$ cat src/rtl/grid_scan_counter.sv
// grid_scan_counter
//   Two-dimensional cascaded scan counter producing (x, y) cell coordinates.
//   x is the fast axis; y steps only when x wraps. Each axis has its own
//   width, start, step and terminal value. Counting direction is selected
//   at runtime, and a synchronous load overrides stepping.
//
// Ports
//   clk        : system clock, rising edge
//   reset      : asynchronous, active-high reset
//   enable     : advance one step this cycle
//   dir        : 0 = count up, 1 = count down
//   load       : synchronous load of load_x / load_y (clamped to X_MAX / Y_MAX)
//   load_x/y   : load values
//   x, y       : registered coordinates
//   x_carry    : combinational, this step wraps x
//   y_carry    : combinational, this step wraps both x and y (frame wrap)
//   frame_done : registered pulse the cycle after a frame wrap
//
// Optional build macro GRID_SCAN_COUNTER_STOP_ON_FRAME_EN
//   Adds input restart and output running. The counter halts after a frame
//   wrap (enable ignored, carries low) until restart is pulsed.
module grid_scan_counter #(
  parameter int unsigned X_WIDTH     = 6,
  parameter int unsigned Y_WIDTH     = 6,
  parameter int unsigned X_START     = 0,
  parameter int unsigned Y_START     = 0,
  parameter int unsigned X_MAX       = 63,
  parameter int unsigned Y_MAX       = 63,
  parameter int unsigned X_INCREMENT = 1,
  parameter int unsigned Y_INCREMENT = 1
) (
  input  logic               clk,
  input  logic               reset,
  input  logic               enable,
  input  logic               dir,
  input  logic               load,
  input  logic [X_WIDTH-1:0] load_x,
  input  logic [Y_WIDTH-1:0] load_y,
`ifdef GRID_SCAN_COUNTER_STOP_ON_FRAME_EN
  input  logic               restart,
  output logic               running,
`endif
  output logic [X_WIDTH-1:0] x,
  output logic [Y_WIDTH-1:0] y,
  output logic               x_carry,
  output logic               y_carry,
  output logic               frame_done
);

  // Terminal tests run one bit wider than the axis so x + step never wraps.
  localparam logic [X_WIDTH:0]   XS_E = (X_WIDTH+1)'(X_START);
  localparam logic [X_WIDTH:0]   XM_E = (X_WIDTH+1)'(X_MAX);
  localparam logic [X_WIDTH:0]   XI_E = (X_WIDTH+1)'(X_INCREMENT);
  localparam logic [Y_WIDTH:0]   YS_E = (Y_WIDTH+1)'(Y_START);
  localparam logic [Y_WIDTH:0]   YM_E = (Y_WIDTH+1)'(Y_MAX);
  localparam logic [Y_WIDTH:0]   YI_E = (Y_WIDTH+1)'(Y_INCREMENT);

  localparam logic [X_WIDTH-1:0] XS_W = X_WIDTH'(X_START);
  localparam logic [X_WIDTH-1:0] XM_W = X_WIDTH'(X_MAX);
  localparam logic [X_WIDTH-1:0] XI_W = X_WIDTH'(X_INCREMENT);
  localparam logic [Y_WIDTH-1:0] YS_W = Y_WIDTH'(Y_START);
  localparam logic [Y_WIDTH-1:0] YM_W = Y_WIDTH'(Y_MAX);
  localparam logic [Y_WIDTH-1:0] YI_W = Y_WIDTH'(Y_INCREMENT);

  logic [X_WIDTH-1:0] x_q, x_d;
  logic [Y_WIDTH-1:0] y_q, y_d;
  logic               frame_done_q, frame_done_d;
  logic               x_term, y_term;
  logic               step_ok;
  logic               step_en;

`ifdef GRID_SCAN_COUNTER_STOP_ON_FRAME_EN
  typedef enum logic {
    RUN  = 1'b0,
    HALT = 1'b1
  } state_e;

  state_e state_q, state_d;

  always_ff @(posedge clk or posedge reset) begin
    if (reset) begin
      state_q <= RUN;
    end else begin
      state_q <= state_d;
    end
  end

  always_comb begin
    state_d = state_q;
    step_ok = 1'b0;
    unique case (state_q)
      RUN: begin
        step_ok = 1'b1;
        if (y_carry) state_d = HALT;
      end
      HALT: begin
        if (restart) state_d = RUN;
      end
      default: state_d = RUN;
    endcase
  end

  assign running = (state_q == RUN);
`else
  assign step_ok = 1'b1;
`endif

  always_comb begin
    x_d          = x_q;
    y_d          = y_q;
    x_term       = 1'b0;
    y_term       = 1'b0;

    if (dir) begin
      x_term = {1'b0, x_q} < (XS_E + XI_E);
      y_term = {1'b0, y_q} < (YS_E + YI_E);
    end else begin
      x_term = ({1'b0, x_q} + XI_E) > XM_E;
      y_term = ({1'b0, y_q} + YI_E) > YM_E;
    end

    step_en      = enable & ~load & ~reset & step_ok;
    x_carry      = step_en & x_term;
    y_carry      = x_carry & y_term;
    frame_done_d = y_carry;

    if (load) begin
      x_d = (load_x > XM_W) ? XM_W : load_x;
      y_d = (load_y > YM_W) ? YM_W : load_y;
    end else if (step_en) begin
      if (x_carry) begin
        x_d = dir ? XM_W : XS_W;
        if (y_carry) begin
          y_d = dir ? YM_W : YS_W;
        end else begin
          y_d = dir ? (y_q - YI_W) : (y_q + YI_W);
        end
      end else begin
        x_d = dir ? (x_q - XI_W) : (x_q + XI_W);
      end
    end
  end

  always_ff @(posedge clk or posedge reset) begin
    if (reset) begin
      x_q          <= XS_W;
      y_q          <= YS_W;
      frame_done_q <= 1'b0;
    end else begin
      x_q          <= x_d;
      y_q          <= y_d;
      frame_done_q <= frame_done_d;
    end
  end

  assign x          = x_q;
  assign y          = y_q;
  assign frame_done = frame_done_q;

endmodule

$ cat config.mk
export PLATFORM = sky130hd
export DESIGN_NAME = grid_scan_counter
export DESIGN_NICKNAME = d
export VERILOG_FILES = /design/src/rtl/grid_scan_counter.sv
export SDC_FILE = /design/constraint.sdc
export NUM_CORES = 1
export LEC_CHECK = 0
export ABC_AREA = 1
export CORE_AREA = 2 2 54 56
export CTS_CLUSTER_DIAMETER = 50
export DETAILED_ROUTE_END_ITERATION = 10
export DIE_AREA = 0 0 56 58
export HOLD_SLACK_MARGIN = 0.1
export PLACE_DENSITY = 0.83
export SYNTH_ARGS = -nofsm -noshare
export SYNTH_HDL_FRONTEND = slang
export SYNTH_SLANG_ARGS = --single-unit
$ cat constraint.sdc
create_clock -name clk -period 4.37 [get_ports clk]
set_clock_uncertainty 0.2 [all_clocks]
set_input_delay 0.437 -clock clk [delete_from_list [all_inputs] [get_ports clk]]
set_output_delay 0.437 -clock clk [all_outputs]
set_load 0.02 [all_outputs]
==> impl_results.html <==
<table>
<tr><th>Metric</th><th>Value</th></tr>
<tr><th colspan="2">Route</th></tr>
<tr><td>Via count of the routed design</td><td>between 1000 and 1500</td></tr>
<tr><td>Remaining number of nets flagged by the antenna check after routing</td><td>0</td></tr>
<tr><td>Post-route DRC violation count</td><td>0</td></tr>
<tr><td>Number of design-rule violations left by the first detailed-router iteration</td><td>59</td></tr>
<tr><td>Number of detailed-routing iterations run before antenna repair</td><td>4</td></tr>
<tr><td>Drt via density</td><td>5.27</td></tr>
<tr><td>Routed length per instance</td><td>12.3 um</td></tr>
<tr><td>Detailed-route wire length</td><td>3320 um</td></tr>
<tr><th colspan="2">Global route</th></tr>
<tr><td>Overall global routing resource usage</td><td>0.212</td></tr>
<tr><td>Via count of the first global-routing pass</td><td>1254</td></tr>
<tr><td>Grt ovf</td><td>0</td></tr>
<tr><td>Global routing's busiest layer</td><td>met1</td></tr>
<tr><td>Global routing usage on met3</td><td>0.00893</td></tr>
<tr><td>Met2 Use GR</td><td>0.316</td></tr>
<tr><td>First-pass GRT wire length</td><td>5590 um</td></tr>
<tr><td>Met1 track demand over resource in global routing</td><td>0.343</td></tr>
<tr><td>Initial antenna violation count</td><td>0</td></tr>
<tr><td>Pin count of the biggest net entering global routing</td><td>21</td></tr>
<tr><th colspan="2">Floorplanning</th></tr>
<tr><td>Ports</td><td>32</td></tr>
<tr><td># rows</td><td>19</td></tr>
<tr><td>Area inside the core boundary</td><td>2660 um2</td></tr>
<tr><td>Effective utilization at floorplan</td><td>0.517</td></tr>
<tr><td>Die area</td><td>3250 um2</td></tr>
<tr><td>Chip width</td><td>approximately 56 um</td></tr>
<tr><td>Vertical extent of the die</td><td>58 um</td></tr>
<tr><th colspan="2">Logic synthesis</th></tr>
<tr><td>Synth Area per Inst</td><td>approximately 6.6 um2</td></tr>
<tr><td>Share of synthesized registers carrying an async set or reset</td><td>1.00</td></tr>
<tr><td>Yosys reg bits</td><td>13</td></tr>
<tr><td>Synthesis warning total</td><td>0</td></tr>
<tr><td>Synthesized cell area</td><td>1380 um2</td></tr>
<tr><td>List of most frequent post-synthesis cells</td><td>sky130_fd_sc_hd__nand2_1, sky130_fd_sc_hd__nor2_1, sky130_fd_sc_hd__inv_1, sky130_fd_sc_hd__nand3_1, sky130_fd_sc_hd__dfrtp_1</td></tr>
<tr><td>Sequential fraction of the synthesis area</td><td>0.236</td></tr>
<tr><td>Post-Synthesis Net Count</td><td>231</td></tr>
<tr><td>Cell with the most instances after synthesis</td><td>sky130_fd_sc_hd__nand2_1</td></tr>
<tr><td>Area fraction of the dominant cell type after synthesis</td><td>0.236</td></tr>
<tr><td>Cell taking the most area after synthesis</td><td>sky130_fd_sc_hd__dfrtp_1</td></tr>
<tr><td>Leading register cell type out of synthesis</td><td>sky130_fd_sc_hd__dfrtp_1</td></tr>
<tr><td>Number of enable-type register cells in the synthesized netlist</td><td>0</td></tr>
<tr><td>Post-synthesis cell count</td><td>around 210</td></tr>
<tr><td>Number of library cell types mapped by synthesis</td><td>32</td></tr>
<tr><td>Biggest area contributors in the synthesized netlist</td><td>sky130_fd_sc_hd__dfrtp_1, sky130_fd_sc_hd__nand2_1, sky130_fd_sc_hd__nand3_1, sky130_fd_sc_hd__nor2_1, sky130_fd_sc_hd__ha_1</td></tr>
<tr><th colspan="2">Clock tree</th></tr>
<tr><td>H-tree levels</td><td>1</td></tr>
<tr><td>Clock tree from TritonCTS</td><td>built</td></tr>
<tr><td>CTS sink count</td><td>13</td></tr>
<tr><td>Clock-pin slew on the worst setup and hold paths</td><td>80 ps</td></tr>
<tr><td>Number of hold-repair buffers added at the cts stage</td><td>0</td></tr>
<tr><td>Resize count post-CTS</td><td>0</td></tr>
<tr><td>Number of buffers created by CTS</td><td>3</td></tr>
<tr><td>Clk Tree Root Cell</td><td>sky130_fd_sc_hd__clkbuf_4</td></tr>
<tr><td>Post-CTS setup-driven buffer insertion count</td><td>0</td></tr>
<tr><td>Bufs on Longest Clock Path</td><td>2</td></tr>
<tr><td>Clock insertion delay at the later pin of the skew report</td><td>270 ps</td></tr>
<tr><th colspan="2">STA</th></tr>
<tr><td>RSZ-0062 raised after global routing</td><td>false</td></tr>
<tr><td>Highest Clock Rate</td><td>0.303 GHz</td></tr>
<tr><td>Endpoints failing hold</td><td>0</td></tr>
<tr><td>Final-report setup violation count</td><td>0</td></tr>
<tr><td>Worst rel slew slack</td><td>0.748</td></tr>
<tr><td>Post-route fraction of the period consumed by the critical path</td><td>0.756</td></tr>
<tr><td>Total count of max-transition violations in the final report</td><td>0</td></tr>
<tr><td>Transition time at the pin with the least slew margin</td><td>378 ps</td></tr>
<tr><td>Post-route setup slack</td><td>about 1100 ps</td></tr>
<tr><td>Minimum clock period after layout</td><td>3300 ps</td></tr>
<tr><td>Final sum of negative setup slack</td><td>0 ps</td></tr>
<tr><th colspan="2">Place</th></tr>
<tr><td>Placer Congestion</td><td>0.891</td></tr>
<tr><td>Hpwl dp</td><td>2640 um</td></tr>
<tr><td>Pre-CTS WS</td><td>around 1100 ps</td></tr>
<tr><td>Count of port buffers added during placement</td><td>31</td></tr>
<tr><td>Area after DPL</td><td>1700 um2</td></tr>
<tr><td>Placed instance count</td><td>266</td></tr>
<tr><th colspan="2">Worst setup path</th></tr>
<tr><td>Nature of the critical path endpoint</td><td>output pin</td></tr>
<tr><td>Kind of cell adding the most delay to the critical path</td><td>buffers and inverters</td></tr>
<tr><td>Data required time at the worst endpoint</td><td>~3700 ps</td></tr>
<tr><td>Buffer and inverter count on the worst path</td><td>3</td></tr>
<tr><td>CP startpoint kind</td><td>register</td></tr>
<tr><td>Data arrival time at the worst-slack endpoint</td><td>2670 ps</td></tr>
<tr><td>Startpoint-to-endpoint class of the critical path</td><td>register to output pin</td></tr>
<tr><td>Slowest library cell on the worst path</td><td>sky130_fd_sc_hd__clkdlybuf4s50_1</td></tr>
<tr><td>Peak per-stage delay on the critical path</td><td>600 ps</td></tr>
<tr><td>Critical path peak fanout</td><td>8</td></tr>
<tr><td>Sequence of cells on the critical path</td><td>inv_1 -&gt; ha_1 -&gt; nand2_1 -&gt; nor2_1 -&gt; nand3_1 -&gt; nor2_2 -&gt; nor2_2 -&gt; nor2_4 -&gt; nand2_4 -&gt; inv_1 -&gt; clkdlybuf4s50_1</td></tr>
<tr><th colspan="2">Finish</th></tr>
<tr><td>Layout cell share with drive strength beyond 1</td><td>0.134</td></tr>
<tr><td>Post-route design area</td><td>1720 um2</td></tr>
<tr><td>Number of nets in the layout</td><td>263</td></tr>
<tr><td>Area used by multi-input combinational logic</td><td>912 um2</td></tr>
<tr><td>Area taken by flip-flops and latches</td><td>325 um2</td></tr>
<tr><td>Non-filler cells in the finished layout</td><td>270</td></tr>
<tr><td>Number of fill cells in the layout</td><td>253</td></tr>
<tr><td>Number of antenna cells inserted</td><td>0</td></tr>
<tr><td>P&amp;R area growth vs syn</td><td>25.1%</td></tr>
<tr><th colspan="2">Power</th></tr>
<tr><td>Static Leakage</td><td>0.000803 uW</td></tr>
<tr><td>Total power density per cell area</td><td>280 nW/um2</td></tr>
<tr><td>Total power consumption of the routed design</td><td>482 uW</td></tr>
<tr><td>Maximum VDD drop</td><td>0.275 mV</td></tr>
<tr><th colspan="2">Flow run</th></tr>
<tr><td>Number of max-cap violations</td><td>0</td></tr>
<tr><th colspan="2">Outcome</th></tr>
<tr><td>Run status</td><td>completed</td></tr>
<tr><th colspan="2">Hold path</th></tr>
<tr><td>Type of the most critical hold path</td><td>primary input to asynchronous set/reset pin</td></tr>
</table>
## cell type report
class	count	area share
Clock buffer	4	0.0153
Inverter	24	0.0552
Multi-Input combinational cell	165	0.529
Sequential cell	13	0.189
Tap cell	31	0.0225
Timing Repair Buffer	33	0.189
## logic make-up (layout without fill, tap and decap cells)
kind of cell             count (synthesis)  count (layout)  synth area share
buffers and inverters                   30              61             0.102
AO/OA/AOI/OAI                           44              44             0.199
AND/OR/NAND/NOR                        110             110             0.377
XOR/XNOR                                 5               5            0.0318
adder cells (fa/ha/maj)                  6               6            0.0545
flip-flops                              13              13             0.236
## metal layers
layer  wire length, um  share of wire  vias to the layer above
met1              1770           0.53                      629
met2              1400           0.42                       45
met4                11         0.0033                        0
met5                 0              0                        -
met3               143          0.043                        2
li1                  -              -                      746
## through the flow
stage                     hold WS (ps)  utilization
after floorplan                    122            -
after global placement             377        0.637
after detailed placement           368        0.637
after CTS                          255        0.647
after global routing               291        0.647
final                              253        0.647
## worst min-delay path, stage by stage
cell                              delay (ps)
sky130_fd_sc_hd__clkdlybuf4s50_1         390
sky130_fd_sc_hd__inv_1                    50
sky130_fd_sc_hd__buf_4                   200
## power breakdown
group	internal (uW)	leakage, uW	total, uW	switching [uW]
clock	35.3	0.0000150	71.5	36.1
combinational	103	0.000631	239	137
sequential	136	0.000157	172	35.6
## flip-flops by register name, indices dropped and copies added, names as in the netlist
name	cells
frame_done	1
x	6
y	6
## path summary, 6_finish.rpt
path / cells past startpoint / slack, ps / endpoint / startpoint
setup / recovery: 11 / 1070 / y_carry / x[0]$_DFFE_PP0P_
hold / removal: 3 / 250 / y[3]$_DFFE_PP0P_ / reset
setup reg to reg: 13 / 2030 / x[1]$_DFFE_PP0P_ / x[1]$_DFFE_PP0P_
hold reg to reg: 2 / 390 / y[0]$_DFFE_PP0P_ / y[0]$_DFFE_PP0P_
max in group asynchronous: 3 / 3550 / x[5]$_DFFE_PP0P_ / reset
min in group clk: 2 / 390 / y[0]$_DFFE_PP0P_ / y[0]$_DFFE_PP0P_
## layout by cell type (no fill, tap or decap), drive strengths merged, types with 4 or more instances in the layout
| master | synthesis | final |
|---|---|---|
| a21oi | 14 | 14 |
| clkdlybuf4s50 | 0 | 31 |
| xor2 | 4 | 4 |
| nand3 | 21 | 21 |
| o21ai | 18 | 18 |
| clkbuf | 0 | 4 |
| o22ai | 7 | 7 |
| dfrtp | 13 | 13 |
| nor2 | 28 | 28 |
| inv | 22 | 22 |
| nand2 | 58 | 58 |
| ha | 6 | 6 |
No activity file was read; power rests on OpenSTA's default activity.
